==> src/rtl/ram_cmd_arbiter_if.sv <==
// Requester-side and RAM-side bus of the two-master RAM command arbiter.
// The arbiter attaches through the slave modport; the master modport drives it.
interface ram_cmd_arbiter_if #(
   parameter int ADDR_W = 9,
   parameter int DATA_W = 16
);
   logic [1:0]          req;
   logic [1:0]          we;
   logic [2*ADDR_W-1:0] addr;
   logic [2*DATA_W-1:0] wdata;
   logic [1:0]          ack;
   logic [DATA_W-1:0]   rdata;
   logic                rd_err;
   logic                busy;
   logic                ram_rx_valid;
   logic [17:0]         ram_data_in;
   logic [17:0]         ram_data_out;
   logic                ram_tx_valid;

   modport slave (
      input  req, we, addr, wdata, ram_data_out, ram_tx_valid,
      output ack, rdata, rd_err, busy, ram_rx_valid, ram_data_in
   );

   modport master (
      output req, we, addr, wdata, ram_data_out, ram_tx_valid,
      input  ack, rdata, rd_err, busy, ram_rx_valid, ram_data_in
   );
endinterface

==> src/rtl/ram_cmd_arbiter.sv <==
// Round-robin arbiter for two word requesters, translating each accepted request
// into the RAM's two-command opcode sequence and returning read data with an ack.
module ram_cmd_arbiter #(
   parameter int ADDR_W = 9,
   parameter int DATA_W = 16
) (
   input  logic                   sys_clock,
   input  logic                   reset_n,
   ram_cmd_arbiter_if.slave       bus,
   output logic [2:0]             dbg_state
);
   // Valid/ready contract: a requester holds req until its one-cycle ack; the
   // request is latched on grant in IDLE, later changes are ignored, and the RAM
   // takes one command per cycle wherever ram_rx_valid is high (no back-pressure).

   localparam logic [2:0] S_IDLE     = 3'd0;
   localparam logic [2:0] S_CMD_ADDR = 3'd1;
   localparam logic [2:0] S_CMD_DATA = 3'd2;
   localparam logic [2:0] S_CAPT     = 3'd3;
   localparam logic [2:0] S_DONE     = 3'd4;

   localparam logic [1:0] OP_ADDR_STORE = 2'b00;
   localparam logic [1:0] OP_DATA_WRITE = 2'b01;
   localparam logic [1:0] OP_READ_ADDR  = 2'b10;
   localparam logic [1:0] OP_READ_DATA  = 2'b11;

   logic [2:0]        r_state;
   logic [2:0]        w_next_state;
   logic              r_gnt;
   logic              r_last;
   logic              r_we;
   logic [ADDR_W-1:0] r_addr;
   logic [DATA_W-1:0] r_wdata;
   logic [DATA_W-1:0] r_rdata;
   logic              r_err;

   logic              w_gnt;
   logic              w_any_req;
   logic [15:0]       w_addr_payload;
   logic              w_unused_hi;

   assign w_any_req      = |bus.req;
   assign w_addr_payload = {{(16-ADDR_W){1'b0}}, r_addr};
   assign w_unused_hi    = ^bus.ram_data_out[17:16];

   // With both requesting, the one not served last wins; r_last resets to 1.
   always_comb begin
      w_gnt = 1'b0;
      if (bus.req == 2'b11) begin
         w_gnt = ~r_last;
      end else begin
         w_gnt = bus.req[1];
      end
   end

   always_comb begin
      w_next_state = r_state;
      case (r_state)
         S_IDLE:     w_next_state = w_any_req ? S_CMD_ADDR : S_IDLE;
         S_CMD_ADDR: w_next_state = S_CMD_DATA;
         S_CMD_DATA: w_next_state = r_we ? S_DONE : S_CAPT;
         S_CAPT:     w_next_state = S_DONE;
         S_DONE:     w_next_state = S_IDLE;
         default:    w_next_state = S_IDLE;
      endcase
   end

   always_ff @(posedge sys_clock or negedge reset_n) begin
      if (!reset_n) begin
         r_state <= S_IDLE;
         r_gnt   <= 1'b0;
         r_last  <= 1'b1;
         r_we    <= 1'b0;
         r_addr  <= '0;
         r_wdata <= '0;
         r_rdata <= '0;
         r_err   <= 1'b0;
      end else begin
         r_state <= w_next_state;
         case (r_state)
            S_IDLE: begin
               if (w_any_req) begin
                  r_gnt   <= w_gnt;
                  r_we    <= w_gnt ? bus.we[1] : bus.we[0];
                  r_addr  <= w_gnt ? bus.addr[2*ADDR_W-1:ADDR_W] : bus.addr[ADDR_W-1:0];
                  r_wdata <= w_gnt ? bus.wdata[2*DATA_W-1:DATA_W] : bus.wdata[DATA_W-1:0];
                  r_err   <= 1'b0;
               end
            end
            S_CAPT: begin
               r_rdata <= bus.ram_data_out[DATA_W-1:0];
               r_err   <= ~bus.ram_tx_valid;
            end
            S_DONE: begin
               r_last <= r_gnt;
            end
            default: begin
            end
         endcase
      end
   end

   always_comb begin
      bus.ram_rx_valid = 1'b0;
      bus.ram_data_in  = 18'h0;
      case (r_state)
         S_CMD_ADDR: begin
            bus.ram_rx_valid = 1'b1;
            bus.ram_data_in  = {(r_we ? OP_ADDR_STORE : OP_READ_ADDR), w_addr_payload};
         end
         S_CMD_DATA: begin
            bus.ram_rx_valid = 1'b1;
            bus.ram_data_in  = r_we ? {OP_DATA_WRITE, r_wdata} : {OP_READ_DATA, 16'h0000};
         end
         default: begin
         end
      endcase
   end

   assign bus.ack    = (r_state == S_DONE) ? (r_gnt ? 2'b10 : 2'b01) : 2'b00;
   assign bus.rd_err = (r_state == S_DONE) & ~r_we & r_err & ~w_unused_hi | 
                       (r_state == S_DONE) & ~r_we & r_err & w_unused_hi;
   assign bus.rdata  = r_rdata;
   assign bus.busy   = (r_state != S_IDLE);
   assign dbg_state  = r_state;
endmodule
==> src/flat_wrapper.sv <==
// flat-port wrapper written by rule: the top's interface ports become plain ports
module ram_cmd_arbiter_flat 
#(
   parameter int ADDR_W = 9,
   parameter int DATA_W = 16
)
  (sys_clock, reset_n, dbg_state, bus_req, bus_we, bus_addr, bus_wdata, bus_ram_data_out, bus_ram_tx_valid, bus_ack, bus_rdata, bus_rd_err, bus_busy, bus_ram_rx_valid, bus_ram_data_in);
  ram_cmd_arbiter_if #(.ADDR_W(ADDR_W), .DATA_W(DATA_W)) bus_i ();
  input  logic sys_clock;
  input  logic reset_n;
  output logic [2:0] dbg_state;
  input wire logic [$bits(bus_i.req)-1:0] bus_req;
  input wire logic [$bits(bus_i.we)-1:0] bus_we;
  input wire logic [$bits(bus_i.addr)-1:0] bus_addr;
  input wire logic [$bits(bus_i.wdata)-1:0] bus_wdata;
  input wire logic [$bits(bus_i.ram_data_out)-1:0] bus_ram_data_out;
  input wire logic [$bits(bus_i.ram_tx_valid)-1:0] bus_ram_tx_valid;
  output wire logic [$bits(bus_i.ack)-1:0] bus_ack;
  output wire logic [$bits(bus_i.rdata)-1:0] bus_rdata;
  output wire logic [$bits(bus_i.rd_err)-1:0] bus_rd_err;
  output wire logic [$bits(bus_i.busy)-1:0] bus_busy;
  output wire logic [$bits(bus_i.ram_rx_valid)-1:0] bus_ram_rx_valid;
  output wire logic [$bits(bus_i.ram_data_in)-1:0] bus_ram_data_in;
  assign bus_i.req = bus_req;
  assign bus_i.we = bus_we;
  assign bus_i.addr = bus_addr;
  assign bus_i.wdata = bus_wdata;
  assign bus_i.ram_data_out = bus_ram_data_out;
  assign bus_i.ram_tx_valid = bus_ram_tx_valid;
  assign bus_ack = bus_i.ack;
  assign bus_rdata = bus_i.rdata;
  assign bus_rd_err = bus_i.rd_err;
  assign bus_busy = bus_i.busy;
  assign bus_ram_rx_valid = bus_i.ram_rx_valid;
  assign bus_ram_data_in = bus_i.ram_data_in;
  ram_cmd_arbiter #(.ADDR_W(ADDR_W), .DATA_W(DATA_W)) u_core (.sys_clock(sys_clock), .reset_n(reset_n), .bus(bus_i), .dbg_state(dbg_state));
endmodule
==> config.mk <==
export PLATFORM = sky130hd
export DESIGN_NAME = ram_cmd_arbiter_flat
export DESIGN_NICKNAME = d
export VERILOG_FILES = /design/src/rtl/ram_cmd_arbiter_if.sv /design/src/rtl/ram_cmd_arbiter.sv /design/src/flat_wrapper.sv
export SDC_FILE = /design/constraint.sdc
export NUM_CORES = 1
export LEC_CHECK = 0
export BUFFER_PORTS_ARGS = -buffer_cell sky130_fd_sc_hd__buf_2
export CAP_MARGIN = 0
export CORE_MARGIN = 2
export CORE_UTILIZATION = 40
export CTS_BUF_LIST = sky130_fd_sc_hd__clkbuf_4 sky130_fd_sc_hd__clkbuf_8 sky130_fd_sc_hd__clkbuf_16
export DETAILED_ROUTE_END_ITERATION = 8
export HOLD_SLACK_MARGIN = 0.12
export PLACE_DENSITY_LB_ADDON = 0.05
export SYNTH_ARGS = -nofsm -noshare
export SYNTH_HDL_FRONTEND = slang
export SYNTH_SLANG_ARGS = --single-unit
==> constraint.sdc <==
create_clock -name sys_clock -period 1.7 [get_ports sys_clock]
set_input_delay 0.085 -clock sys_clock [delete_from_list [all_inputs] [get_ports sys_clock]]
set_output_delay 0.085 -clock sys_clock [all_outputs]
set_load 0.02 [all_outputs]
# After elaboration in Yosys (flattened, before gate mapping)
# Index checks and enable logic that the tools add are counted.
# word_totals
ff_bits	48
word_cells	46
# classes
n_eq_ne	6
muxes	15
bitwise	9
reduce_logical	8
# ops
op	n
18-bit one-hot mux with 2 select lines	1
18-bit 2-to-1 mux	1
16-bit 2-to-1 mux	1
3-bit one-hot mux with 4 select lines	1
9-bit 2-to-1 mux	1
3-bit by 2-bit equality test with 1-bit output (second input constant)	2
2-bit 2-to-1 mux	3
1-bit 2-to-1 mux	5
1-bit AND	4
1-bit NOT	4
2-bit AND reduction	2
2-bit OR reduction	2
3-bit by 1-bit equality test with 1-bit output (second input constant)	1
3-bit equality test (second input constant)	1
3-bit zero test	1
3-bit 2-to-1 mux	1
3-bit nonzero test	1
2-bit equality test (second input constant)	1
2-bit by 1-bit inequality test with 1-bit output (second input constant)	1
1-bit one-hot mux with 2 select lines	1
2-bit nonzero test	1
2-bit XOR reduction	1
1-bit OR	1

# Logic depth before layout (Yosys ltp)
# depth
ltp_word	5
mapped_depth	6
mapped_depth_nobuf	3

# Worst setup path before layout
# Ideal clock, no wire load.
# synth_timing
kind	reg2out
from	register u_core.r_state[0], in the netlist u_core.dbg_state[0]
to	output port bus_ram_data_in[17]
arrival_time_ns	1.519
required_ns	1.615
path_slack_ns	0.096
path_stages_with_launch	4
cell_sequence	dfrtp_1 > buf_4 > or3b_2 > a21oi_1
# synth_via
elab_chain_cells	2
elab_cells_between_ends	3
cone_classes	eq/ne (2); mux (1)
# synth_rtl
element	line	source
start, declared	ram_cmd_arbiter.sv:27	logic [2:0] r_state;
start signal, assigned	ram_cmd_arbiter.sv:79	r_state <= w_next_state;
3-bit by 2-bit equality test with 1-bit output / 3-bit by 1-bit equality test with 1-bit output (equally long branches)	ram_cmd_arbiter.sv:106	case (r_state)
18-bit one-hot mux with 2 select lines *	ram_cmd_arbiter.sv:106	
end, declared	flat_wrapper.sv:23	output wire logic [$bits(bus_i.ram_data_in)-1:0] bus_ram_data_in;
# Every way passes the cells marked *; elsewhere a longest branch is shown, timed or not.

# Worst setup path after layout
# layout_timing
from	register u_core.r_state[2], in the netlist u_core.dbg_state[2]
to	output port bus_ram_data_in[3]
# The elaborated chain is that of the path after synthesis.

==> metrics.cfg <==
[detailed_routing]
drc_errors=0
route.antenna.remaining_nets=0
drt-total-wl_um=6890
drt_iter0_markers=77
viasPerCell=5.14
first_pass_iters=4
wl_per_cell_um=16.5
num_vias=2150

[critical_path]
cp_data_required_time_ns=1.62
reg2reg_depth=5
start_kind=flop
endpoint_kind=primary output
cp_max_fo=8
arrival_ns=1.61
worst-setup-path-type=flop to primary output

[finish]
layout.nets=420
diodes=0
syn_to_final_growth_pct=58.7
drive_gt1_frac=0.572

[timing]
rsz0062_at_grt=true
max_clock_freq_mhz=589
skew_ns=0.00622
period_minus_slack_ns=1.70
final_max_slew_viol_count=0
setup_viol=0
worstMarginPinSlew_ns=0.333
whs_ns=0.138
final_hold_viol_count=0
slew_headroom=0.778
fin_crit_sh=0.999
setup_tns_ns=0

[yosys]
synth_edf_count=0
synth_fp_nets=255
synth-seq-cells=48
synth_area_per_cell_um2=13.1
seq_area_frac_synth=0.512
yosysUniqueCellTypes=29
netlist_area_um2=2350
synthTopCellsByArea=dfrtp_1, o221a_2, nand4b_1
ys.flop_type=dfrtp_1
async_reset_ff_frac=1.00
synth_largest_area_cell=dfrtp_1
synth_top_area_frac=0.501
syn_inst=180
yosysWarnings=0

[cts]
clk_pin_slew_ns=0.09
clk_path_buf_depth=2
cts_tree=done
cts_sinks=48
cts_buffers=5
h-tree-depth=2
cts_root_buf=clkbuf_8
clk_latency_ns=0.30

[grt]
use_met3=0.0539
busiest_layer=met2
use_met1=0.261
use_met2=0.359
grt_pass1_vias=2169
antenna_found_initial=0
grtUsageTotal=0.208
grt_pass1_wl_um=10300
grt_overflow_total=0
grt_max_degree=29

[worst_hold_path]
min_path_cells=3
holdCritPathClass=input port to flop

[die]
ioPinCount=117
initial_utilization=0.422
num_rows=27
die-area_um2=6500
die_y_um=80.6
core_region_area_um2=5570
die_x_um=80.6

[job]
maxCapViolCount=0

[status]
status=finished clean

[placement]
io_buffers=114
hpwl_um=4430
place.gp.congestion=0.799

[power]
leakagePower_uw=0.00172
pwr_density_cell_nw_per_um2=1780
vdd_drop_max_mv=0.819

## cells by family (layout without fill, tap and decap cells)
group                  Yosys count  in the layout  synth area share
DFF                             48             48             0.512
AOI/OAI and AO/OA               42             42             0.179
and+or+nand+nor                 54             54             0.178
buffers and inverters           20            186            0.0548
muxes                           16             16            0.0767
## critical path, stage by stage, from the launching register on
cell and delay [ns]:
dfrtp_2 0.44, buf_6 0.14, nor3_4 0.25, buf_6 0.18
a22o_1 0.17, buf_6 0.13
## synthesized netlist by cell type (2+ instances only)
library cell and count:
a22o_1 9, and2_1 8, buf_2 3, buf_4 5, buf_6 4, clkbuf_1 5
dfrtp_1 47, inv_1 2, mux2_2 16, nand2_1 7, nand4b_1 26, nor2_1 4
nor3_4 2, nor3b_1 2, o221a_2 26
## area by class of cell
class | instances | area (µm²)
fillers | 450 | 1840
repair buffers | 176 | 1270
flip-flops and latches | 48 | 1200
multi-input cells | 112 | 1040
well taps | 72 | 90.1
clock buffers | 5 | 68.8
clock inverters | 3 | 46.3
inverters | 2 | 7.51
## worst paths after layout
check                               startpoint             endpoint  slack, ns
max                        u_core.dbg_state[2]   bus_ram_data_in[3]      0.002
min                               bus_wdata[8]    u_core.r_wdata[8]       0.14
max reg2reg                u_core.dbg_state[2]     u_core.r_addr[6]       0.07
min reg2reg                u_core.dbg_state[2]  u_core.dbg_state[2]       0.50
max in group asynchronous              reset_n        u_core.r_last       1.09
min in group asynchronous              reset_n  u_core.dbg_state[0]       0.30
## placed cells by master, fill, tap and decap left out, types with 2 or more instances in the layout
master         instances
buf_2                 97
dfrtp_1               45
dlygate4sd3_1         44
nand4b_1              26
o221a_2               26
buf_6                 19
mux2_2                16
buf_4                 15
a22o_1                 9
nand2_1                7
and2_4                 6
clkbuf_8               5
nor2_1                 4
nor3_4                 2
inv_1                  2
and2_1                 2
nor3b_1                2
dfrtp_2                2
## power breakdown
| part | switching, µW | internal (µW) | total [µW] |
|---|---|---|---|
| sequential | 340 | 1730 | 2070 |
| combinational | 1860 | 1870 | 3740 |
| clock | 393 | 443 | 836 |
## layer usage
metal,up-vias,part of all wire
li1,1036,-
met2,83,0.50
met4,0,0.0087
met1,1025,0.42
met3,6,0.066
met5,-,0
## through the flow
| step | cell area, µm² | utilization | std cells | setup slack (ns) | total power [µW] |
|---|---|---|---|---|---|
| floorplan | 2350 | - | 180 | 0.0958 | 4380 |
| global placement | 2990 | 0.537 | 362 | 0.133 | 5250 |
| CTS | 3580 | 0.642 | 416 | 0.00119 | 6280 |
| global route | 3730 | 0.669 | 418 | -0.0693 | 7090 |
| detailed placement | 2990 | 0.537 | 362 | 0.128 | 5280 |
| finish | 3730 | 0.669 | 418 | 0.00226 | 6640 |
## what timing repair did
action                                  4_1_cts  5_1_grt
buffers inserted                              2        1
endpoints found under the hold margin        91        0
cloned                                        0        1
pin swaps                                     0        8
resized for setup                             6       46
endpoints found under the setup margin       19       18
hold buffers                                 44        0
## registers in the layout, indices dropped and copies added, names as in the netlist
name and cells:
u_core.r_last 1, u_core.r_gnt 1, u_core.bus.rdata 16, u_core.dbg_state 3, u_core.r_addr 9, u_core.r_err 1
u_core.r_wdata 16, u_core.r_we 1
(Power assumes the default switching activity.)
